`config.mk`:
```
export PLATFORM = sky130hd
export DESIGN_NAME = countdown_bomb_timer
export DESIGN_NICKNAME = d
export VERILOG_FILES = /design/src/rtl/countdown_bomb_pkg.sv /design/src/rtl/countdown_bomb_timer_tick_prescaler.sv /design/src/rtl/countdown_bomb_timer.sv
export SDC_FILE = /design/constraint.sdc
export NUM_CORES = 1
export LEC_CHECK = 0
export CAP_MARGIN = 20
export CORE_MARGIN = 8
export CORE_UTILIZATION = 45
export CTS_CLUSTER_SIZE = 8
export DETAILED_ROUTE_END_ITERATION = 6
export PLACE_DENSITY = 0.6
export SKIP_CTS_REPAIR_TIMING = 1
export SYNTH_ARGS = -nofsm -noshare
export SYNTH_HDL_FRONTEND = slang
export SYNTH_SLANG_ARGS = --single-unit
export TNS_END_PERCENT = 50
```
`constraint.sdc`:
```
create_clock -name Clock -period 4 [get_ports Clock]
set_clock_uncertainty 0.15 [all_clocks]
set_input_delay 0.8 -clock Clock [delete_from_list [all_inputs] [get_ports Clock]]
set_output_delay 0.8 -clock Clock [all_outputs]
set_load 0.01 [all_outputs]
```
`src/rtl/countdown_bomb_pkg.sv`:
```
// Shared state encoding and State_Out width for the countdown bomb timer.
package countdown_bomb_pkg;

   localparam int unsigned STATE_W = 3;

   typedef enum logic [STATE_W-1:0] {
      StIdle     = 3'd0,
      StRun      = 3'd1,
      StPaused   = 3'd2,
      StExploded = 3'd3,
      StDisarmed = 3'd4
   } state_e;

endpackage

```
`src/rtl/countdown_bomb_timer_tick_prescaler.sv`:
```
// Divides the clock into a one-cycle tick every TICK_DIV enabled cycles.
module tick_prescaler #(
   parameter int unsigned TICK_DIV = 50_000_000
) (
   input  logic Clock,
   input  logic Reset,
   input  logic enable_i,
   input  logic clear_i,
   output logic tick_o
);

   localparam int unsigned CNT_W = (TICK_DIV > 1) ? $clog2(TICK_DIV) : 1;
   localparam logic [CNT_W-1:0] LAST = CNT_W'(TICK_DIV - 1);

   logic [CNT_W-1:0] count_q, count_d;

   assign tick_o = enable_i && (count_q == LAST);

   always_comb begin
      count_d = count_q;
      if (clear_i) begin
         count_d = '0;
      end else if (enable_i) begin
         count_d = (count_q == LAST) ? '0 : count_q + 1'b1;
      end
   end

   always_ff @(posedge Clock or negedge Reset) begin
      if (!Reset) begin
         count_q <= '0;
      end else begin
         count_q <= count_d;
      end
   end

endmodule

```
`src/rtl/countdown_bomb_timer.sv`:
```
// Parametrised countdown bomb timer with pause/resume, warning window and sticky detonation.
// Define DISARM_CODE_EN to add the coded disarm path with a strike limit.
module countdown_bomb_timer
   import countdown_bomb_pkg::*;
#(
   parameter int unsigned COUNT_W     = 5,
   parameter int unsigned START_COUNT = 15,
   parameter int unsigned TICK_DIV    = 50_000_000,
   parameter int unsigned WARN_COUNT  = 3
`ifdef DISARM_CODE_EN
   ,
   parameter int unsigned        CODE_W      = 4,
   parameter logic [CODE_W-1:0]  DISARM_CODE = CODE_W'('hA),
   parameter int unsigned        MAX_STRIKES = 3
`endif
) (
   input  logic               Clock,
   input  logic               Reset,
   input  logic               Start,
   input  logic               Stop,
   input  logic               Clear,
`ifdef DISARM_CODE_EN
   input  logic               Disarm_Valid,
   input  logic [CODE_W-1:0]  Disarm_Code,
`endif
   output logic [COUNT_W-1:0] Counter_Out,
   output logic               Blow_Up,
   output logic               Warning,
   output logic [STATE_W-1:0] State_Out
);

   if (START_COUNT < 1 || 64'(START_COUNT) > ((64'(1) << COUNT_W) - 1)) begin : g_bad_start
      $error("START_COUNT must lie in 1 .. 2**COUNT_W-1");
   end
   if (TICK_DIV < 1) begin : g_bad_div
      $error("TICK_DIV must be at least 1");
   end
`ifdef DISARM_CODE_EN
   if (MAX_STRIKES < 1) begin : g_bad_strikes
      $error("MAX_STRIKES must be at least 1");
   end
   localparam int unsigned STRIKE_W = $clog2(MAX_STRIKES + 1);
   logic [STRIKE_W-1:0] strikes_q, strikes_d;
`endif

   localparam logic [COUNT_W-1:0] START_LOAD = COUNT_W'(START_COUNT);

   state_e             state_q, state_d;
   logic [COUNT_W-1:0] count_q, count_d;
   logic               blow_q, blow_d;
   logic               tick;
   logic               handled;

   // Stop freezes the prescaler on its own edge so a paused tick is not lost.
   tick_prescaler #(
      .TICK_DIV (TICK_DIV)
   ) u_prescaler (
      .Clock    (Clock),
      .Reset    (Reset),
      .enable_i ((state_q == StRun) && !Stop),
      .clear_i  (state_q == StIdle),
      .tick_o   (tick)
   );

   always_comb begin
      state_d = state_q;
      count_d = count_q;
      blow_d  = blow_q;
      handled = 1'b0;
`ifdef DISARM_CODE_EN
      strikes_d = strikes_q;
      if ((state_q == StRun || state_q == StPaused) && Disarm_Valid) begin
         if (Disarm_Code == DISARM_CODE) begin
            state_d = StDisarmed;
            handled = 1'b1;
         end else begin
            strikes_d = strikes_q + 1'b1;
            if (32'(strikes_d) >= MAX_STRIKES) begin
               state_d = StExploded;
               count_d = '0;
               blow_d  = 1'b1;
               handled = 1'b1;
            end
         end
      end
`endif
      if (!handled) begin
         unique case (state_q)
            StIdle: begin
               if (Start) state_d = StRun;
            end
            StRun: begin
               if (Stop) begin
                  state_d = StPaused;
               end else if (tick && count_q != '0) begin
                  count_d = count_q - 1'b1;
                  if (count_q == COUNT_W'(1)) begin
                     state_d = StExploded;
                     blow_d  = 1'b1;
                  end
               end
            end
            StPaused: begin
               if (Clear) begin
                  state_d = StIdle;
                  count_d = START_LOAD;
               end else if (Start && !Stop) begin
                  state_d = StRun;
               end
            end
            StExploded: ;
`ifdef DISARM_CODE_EN
            StDisarmed: begin
               if (Clear) begin
                  state_d = StIdle;
                  count_d = START_LOAD;
               end
            end
`endif
            default: begin
               state_d = StIdle;
               count_d = START_LOAD;
               blow_d  = 1'b0;
            end
         endcase
      end
   end

   always_ff @(posedge Clock or negedge Reset) begin
      if (!Reset) begin
         state_q <= StIdle;
         count_q <= START_LOAD;
         blow_q  <= 1'b0;
      end else begin
         state_q <= state_d;
         count_q <= count_d;
         blow_q  <= blow_d;
      end
   end

`ifdef DISARM_CODE_EN
   always_ff @(posedge Clock or negedge Reset) begin
      if (!Reset) begin
         strikes_q <= '0;
      end else begin
         strikes_q <= strikes_d;
      end
   end
`endif

   assign Counter_Out = count_q;
   assign Blow_Up     = blow_q;
   assign State_Out   = state_q;
   assign Warning     = (state_q == StRun || state_q == StPaused) && (count_q != '0) &&
                        (32'(count_q) <= WARN_COUNT);

endmodule
```
==> run summary, run 1 <==
Count of flip-flops with a built-in enable after synthesis: 0
Lkg Pwr: 1.06 nW
Unrepaired setup endpoints after global routing: no
Part of the Yosys area used for sequential elements: 37.4%
Headroom to the max-slew limit: 35.2%
Final clock period utilization by the worst path: 86.9%
Number of nets produced by synthesis: 279
CTS tree: done
Area delta synth->final: 10.4%
Fraction of registers with async set/reset: 100%
Die ar.: 7630 µm²
Type of the worst min-delay path: flop to flop
All-Layer GR Usage: 14.6%
Kind of critical path: flop to output port
Reg2reg path depth: 5
H-tree Lvls: 2
Number of maximum-capacitance constraint violations: 0
Largest stage delay on the critical path: 0.58 ns
Max VDD drop: 0.381 mV
# rows: 26
Die height: 87.3 µm
Number of register bits inferred by synthesis: 34
Clock Latency Late Sink: 0.29 ns
Worst-Margin Slew: 0.971 ns
Number of I/O port buffers: 13
Required time at the endpoint of the critical path: 3.05 ns
Number of diodes: 0
Element type at the critical path start: flop
Number of DRC violations after detailed-routing iteration 0: 113
Number of nets with antenna violations after routing: 0
Worst hold-check slack: 0.340 ns
Final setup violation count: 0
Final Wtd Congestion: 0.766
Post-synthesis instance total: 263
Maximum number of pins on one net before global-route repair: 35
DR vias: 1988
Time the final worst path needs with I/O delays and setup: 3.48 ns
FMAX: 288 MHz
Final Hold Violating Endpoints: 0
Total power after layout: 1.14 mW
Clock transition time at the flip-flop clock pins of the worst setup and hold paths: 0.07 ns
Clock sink count: 34
Cts bufs inserted: 5
CTS Buffer Depth: 2
First-pass GRT wire length: 8910 µm
Die Width: 87.3 µm
Result of the run: finished, final reports clean
Final sum of negative setup slack: 0 ns
Final Max Slew Viols: 0
TritonRoute pass-1 iters: 5
Total I/O pin count: 15
Maximum fanout along the worst path: 6
Main synth FF type: sky130_fd_sc_hd__dfrtp_1
Root Buffer: sky130_fd_sc_hd__clkbuf_8
Via count of the first global-routing pass: 1856
Syn_area_per_cell: 8.71 µm²
Post-route DRC violation count: 0
GRT overflow: 0
Initial antenna violation count: 0
Initial core utilization: 45.7%
Area of the mapped netlist: 2290 µm²
Total power per unit cell area: 450 nW/µm²
Post-Route WL: 5300 µm
Critical path capture point type: output port
Core ar.: 5010 µm²
Cells on Worst Hold Path: 1
Net total in the final layout: 289
Worst path cell trace: inv_1 -> ha_1 -> nor4_1 -> o311a_1 -> clkdlybuf4s50_1
HPWL Detailed: 3690 µm
Wire length per cell after detailed routing: 15.5 µm
Number of warnings printed during yosys synthesis: 0
Vias/cell: 5.81
Cell type of the slowest stage on the worst timing path: sky130_fd_sc_hd__dfstp_2
Endpoint arrival time on the critical path: 2.53 ns
Distinct cell type count of the synthesized netlist: 56
Layout cell share with drive strength beyond 1: 8.09%
==> per-layer routing <==
metal | GRT usage (%) | vias up | share of wire (%)
li1 | - | 991 | -
met5 | 0 | - | 0
met1 | 19.0 | 950 | 50
met3 | 3.77 | 4 | 4.2
met2 | 22.9 | 43 | 45
met4 | 5.00 | 0 | 1.1
==> path summary, 6_finish.rpt <==
kind | start | end | slack (ns)
max in group asynchronous | Reset | Blow_Up | 2.76
worst min register to register | Blow_Up | Blow_Up | 0.34
worst max register to register | u_prescaler.count_q[9] | State_Out[0] | 1.23
worst min-delay path | Blow_Up | Blow_Up | 0.34
worst max-delay path | Counter_Out[0] | Warning | 0.52
min in group asynchronous | Reset | u_prescaler.count_q[18] | 0.45
==> cell usage in the layout (no fill, tap or decap), types with 8 or more instances in the layout <==
| cell type | netlist | routed |
|---|---|---|
| sky130_fd_sc_hd__a21oi_1 | 11 | 11 |
| sky130_fd_sc_hd__clkdlybuf4s50_1 | 0 | 12 |
| sky130_fd_sc_hd__dfrtp_1 | 30 | 30 |
| sky130_fd_sc_hd__ha_1 | 11 | 11 |
| sky130_fd_sc_hd__inv_1 | 12 | 12 |
| sky130_fd_sc_hd__nand2_1 | 41 | 41 |
| sky130_fd_sc_hd__nand3_1 | 20 | 20 |
| sky130_fd_sc_hd__nand4_1 | 8 | 8 |
| sky130_fd_sc_hd__nor2_1 | 11 | 11 |
| sky130_fd_sc_hd__nor3_1 | 12 | 12 |
| sky130_fd_sc_hd__nor4_1 | 8 | 8 |
| sky130_fd_sc_hd__o21ai_0 | 13 | 13 |
==> metrics by stage <==
step / util [%] / instance area (µm²) / setup slack, ns / std cells
floorplan: - / 2290 / 1.50 / 263
global placement: 48.8 / 2450 / 0.945 / 336
detailed placement: 48.8 / 2450 / 0.850 / 336
CTS: 50.5 / 2530 / 0.520 / 342
global route: 50.5 / 2530 / 0.441 / 342
finish: 50.5 / 2530 / 0.523 / 342
==> power breakdown <==
group          switching, mW  internal (mW)  total [mW]
clock network          0.121          0.133       0.254
registers             0.0376          0.374       0.412
logic                  0.308          0.164       0.472
==> cell type report <==
cell class                 instances  area [µm²]
fill                             503        2480
inverter                          12        45.0
tap                               70        87.6
timing repair buffer              16         148
clock buffer                       6        82.6
sequential                        34         856
multi-input combinational        204        1310
==> cells in the mapped netlist (all sizes together), types with 4 or more instances <==
library cell  instances  area (µm²)
and3                  4        25.0
a22oi                 4        30.0
nand3b                4        30.0
nor4                 10        92.6
inv                  12        45.0
ha                   11         138
dfrtp                30         751
nand4                 8        50.1
a21oi                11        55.1
o21ai                13        65.1
a2bb2oi               4        35.0
clkbuf               10        48.8
nand3                21         118
dfstp                 4         105
nor3                 12        60.1
nand2                41         154
nor2                 11        41.3
==> state kept, by name (all words and copies together), names as in the netlist <==
name and cells:
Blow_Up 1, Counter_Out 5, State_Out 2, u_prescaler.count_q 26
==> cells by family after synthesis <==
group	Yosys count	synth area share, %
AO/OA/AOI/OAI	58	17.4
XOR/XNOR	4	1.53
adder cells (fa/ha/maj)	11	6.01
buffers and inverters	25	5.41
flip-flops	34	37.4
multiplexers	3	1.42
other	1	0.164
AND/OR/NAND/NOR	127	30.7
==> critical path, delay by kind of cell (launching register included) <==
kind                     cells  cell delay [ns]
buffers and inverters        2             0.65
flip-flops                   1             0.58
adder cells (fa/ha/maj)      1             0.22
AND/OR/NAND/NOR              1             0.53
AO/OA/AOI/OAI                1             0.26
Note: power is estimated with default switching activity, not from simulation.
==> run 2: changes to the inputs <==
--- a/config.mk
+++ b/config.mk
@@ -5,12 +5,12 @@
 export SDC_FILE = /design/constraint.sdc
 export NUM_CORES = 1
 export LEC_CHECK = 0
-export CAP_MARGIN = 20
 export CORE_MARGIN = 8
 export CORE_UTILIZATION = 45
 export CTS_CLUSTER_SIZE = 8
 export DETAILED_ROUTE_END_ITERATION = 6
 export PLACE_DENSITY = 0.6
+export RECOVER_POWER = 25
 export SKIP_CTS_REPAIR_TIMING = 1
 export SYNTH_ARGS = -nofsm -noshare
 export SYNTH_HDL_FRONTEND = slang
==> run 2 against run 1 <==
The run now ends with max-capacitance violations, max-slew violations left; critical path type unchanged; sequential cell count stayed put; final area about the same; cell count stayed put; utilization about the same; sequential power hardly changed; clock-buffer cell count unchanged.
==> run summary, run 2 (same netlist as run 1, synthesis figures left out) <==
Clock Latency Late Sink: 0.28 ns (about the same)
Number of DRC violations after detailed-routing iteration 0: 93 (-18%)
CTS Buffer Depth: 2 (unchanged)
Kind of critical path: flop to output port
All-Layer GR Usage: 14.6% (unchanged)
Die ar.: 7630 µm² (unchanged)
Unrepaired setup endpoints after global routing: no
Vias/cell: 5.80 (-0.30%)
Worst hold-check slack: 0.340 ns (+0.000198 ns)
R2r endpoint: State_Out[0]
Type of the worst min-delay path: flop to flop
H-tree Lvls: 2 (unchanged)
Result of the run: finished with violations
Cts bufs inserted: 5 (unchanged)
GRT overflow: 0 (unchanged)
TritonRoute pass-1 iters: 5 (unchanged)
Lkg Pwr: 1.06 nW (-0.26%)
Layout cell share with drive strength beyond 1: 7.72% (-0.37 points)
Highest-count cells in the layout ignoring fill and taps: sky130_fd_sc_hd__nand2_1, sky130_fd_sc_hd__dfrtp_1, sky130_fd_sc_hd__nand3_1, sky130_fd_sc_hd__o21ai_0
Wire length per cell after detailed routing: 15.5 µm (unchanged)
First-pass GRT wire length: 8910 µm (unchanged)
Largest reg by FF count: u_prescaler.count_q
Initial antenna violation count: 0 (unchanged)
Final Hold Violating Endpoints: 0 (unchanged)
Violated checks: max-capacitance violations, max-slew violations
Startpoint of the tightest hold check path: Blow_Up
Endpoint arrival time on the critical path: 2.52 ns (about the same)
Headroom to the max-slew limit: -25.5% (-61 points)
Most common cell after layout, fill and taps aside: sky130_fd_sc_hd__nand2_1
Post-route DRC violation count: 0 (unchanged)
Max VDD drop: 0.382 mV (+0.19%)
Maximum fanout along the worst path: 6 (unchanged)
FMAX: 288 MHz (+0.24%)
Final sum of negative setup slack: 0 ns (unchanged)
Reg2reg path depth: 5 (unchanged)
HPWL Detailed: 3690 µm (unchanged)
Initial core utilization: 45.7% (unchanged)
Via count of the first global-routing pass: 1856 (unchanged)
Flip-flop count of the largest register, all copies and words added: 26 (unchanged)
Final clock period utilization by the worst path: 86.7% (-0.20 points)
Core ar.: 5010 µm² (unchanged)
Total power after layout: 1.13 mW (-0.32%)
Worst reg2reg path startpoint: u_prescaler.count_q[9]
Final Max Slew Viols: 35 (+35)
Number of maximum-capacitance constraint violations: 1 (+1)
Number of I/O port buffers: 13 (unchanged)
Post-Route WL: 5300 µm (unchanged)
DR vias: 1982 (-0.30%)
Root Buffer: sky130_fd_sc_hd__clkbuf_8
Required time at the endpoint of the critical path: 3.05 ns (about the same)
Element type at the critical path start: flop
Hold-critical path endpoint: Blow_Up
Clock sink count: 34 (unchanged)
Area delta synth->final: 10.4% (about the same)
Layout fillers: 503 (unchanged)
Cells on Worst Hold Path: 1 (unchanged)
Die Width: 87.3 µm (unchanged)
Clock transition time at the flip-flop clock pins of the worst setup and hold paths: 0.07 ns (about the same)
Time the final worst path needs with I/O delays and setup: 3.47 ns (-0.00815 ns)
Count of placed standard cells in the final layout, fillers left out: 342 (unchanged)
Die height: 87.3 µm (unchanged)
Critical path capture point type: output port
Post-Place Cells: 336 (unchanged)
Total power per unit cell area: 449 nW/µm² (-0.27%)
Number of nets with antenna violations after routing: 0 (unchanged)
R2R setup slack: 1.22 ns (about the same)
Worst-Margin Slew: 1.88 ns (+0.911 ns)
Net total in the final layout: 289 (unchanged)
Maximum number of pins on one net before global-route repair: 35 (unchanged)
Number of diodes: 0 (unchanged)
CTS tree: done
Final Wtd Congestion: 0.766 (unchanged)
Total I/O pin count: 15 (unchanged)
# rows: 26 (unchanged)
Final setup violation count: 0 (unchanged)
-- run 2: cell types whose count changed in the layout (fill, tap and decap cells not counted), sizes merged --
cell	previous run	this run
clkbuf	6	7
buf	4	3
-- run 2: worst max-delay path by stage --
stage / start / end / slack, ns / cells past startpoint
after floorplan: Counter_Out[0] / Warning / 1.50 / 4
after global placement: Counter_Out[0] / Warning / 0.94 / 5
after detailed placement: Counter_Out[0] / Warning / 0.85 / 5
after CTS: Counter_Out[0] / Warning / 0.52 / 5
after global routing: Counter_Out[0] / Warning / 0.44 / 5
final: Counter_Out[0] / Warning / 0.53 / 5
-- run 2: where the power goes --
part	total [mW]	internal (mW)	switching (mW)
clock network	0.252	0.133	0.119
logic	0.471	0.164	0.307
registers	0.412	0.374	0.0374
total	1.13	0.671	0.463
-- run 2: area by class of cell --
type	count	area, µm²	share of cell area, %
multi-input combinational	204	1310	51.8
sequential	34	856	33.9
timing repair buffer	16	146	5.79
tap	70	87.6	3.47
clock buffer	6	82.6	3.27
inverter	12	45.0	1.78
-- run 2: per-stage QoR --
| step | utilization (%) | cell area, µm² | setup WS [ns] |
|---|---|---|---|
| after floorplan | - | 2290 | 1.50 |
| after global placement | 48.8 | 2450 | 0.945 |
| after detailed placement | 48.8 | 2450 | 0.850 |
| after CTS | 50.5 | 2530 | 0.520 |
| after global routing | 50.4 | 2530 | 0.441 |
| final | 50.4 | 2530 | 0.531 |
-- run 2: per-layer routing --
metal	vias up	wire length (µm)	part of all wire [%]	track usage (%)
met3	2	272	5.1	3.77
met2	52	2380	45	22.9
met5	-	0	0	0
met4	0	27	0.51	5.00
li1	991	-	-	-
met1	937	2610	49	19.0
-- run 2: critical path: stages (launching register included) --
cell                              delay [ns]
sky130_fd_sc_hd__dfstp_2                0.58
sky130_fd_sc_hd__inv_1                  0.11
sky130_fd_sc_hd__ha_1                   0.22
sky130_fd_sc_hd__nor4_1                 0.53
sky130_fd_sc_hd__o311a_1                0.26
sky130_fd_sc_hd__clkdlybuf4s50_1        0.54
==> run 3: changes to the inputs <==
--- a/config.mk
+++ b/config.mk
@@ -9,6 +9,7 @@
 export CORE_UTILIZATION = 45
 export CTS_CLUSTER_SIZE = 8
 export DETAILED_ROUTE_END_ITERATION = 6
+export GPL_ROUTABILITY_DRIVEN = 0
 export PLACE_DENSITY = 0.6
 export RECOVER_POWER = 25
 export SKIP_CTS_REPAIR_TIMING = 1
==> results of run 3 <==
The final DEF is identical to that of run 2; final timing and power are the same.
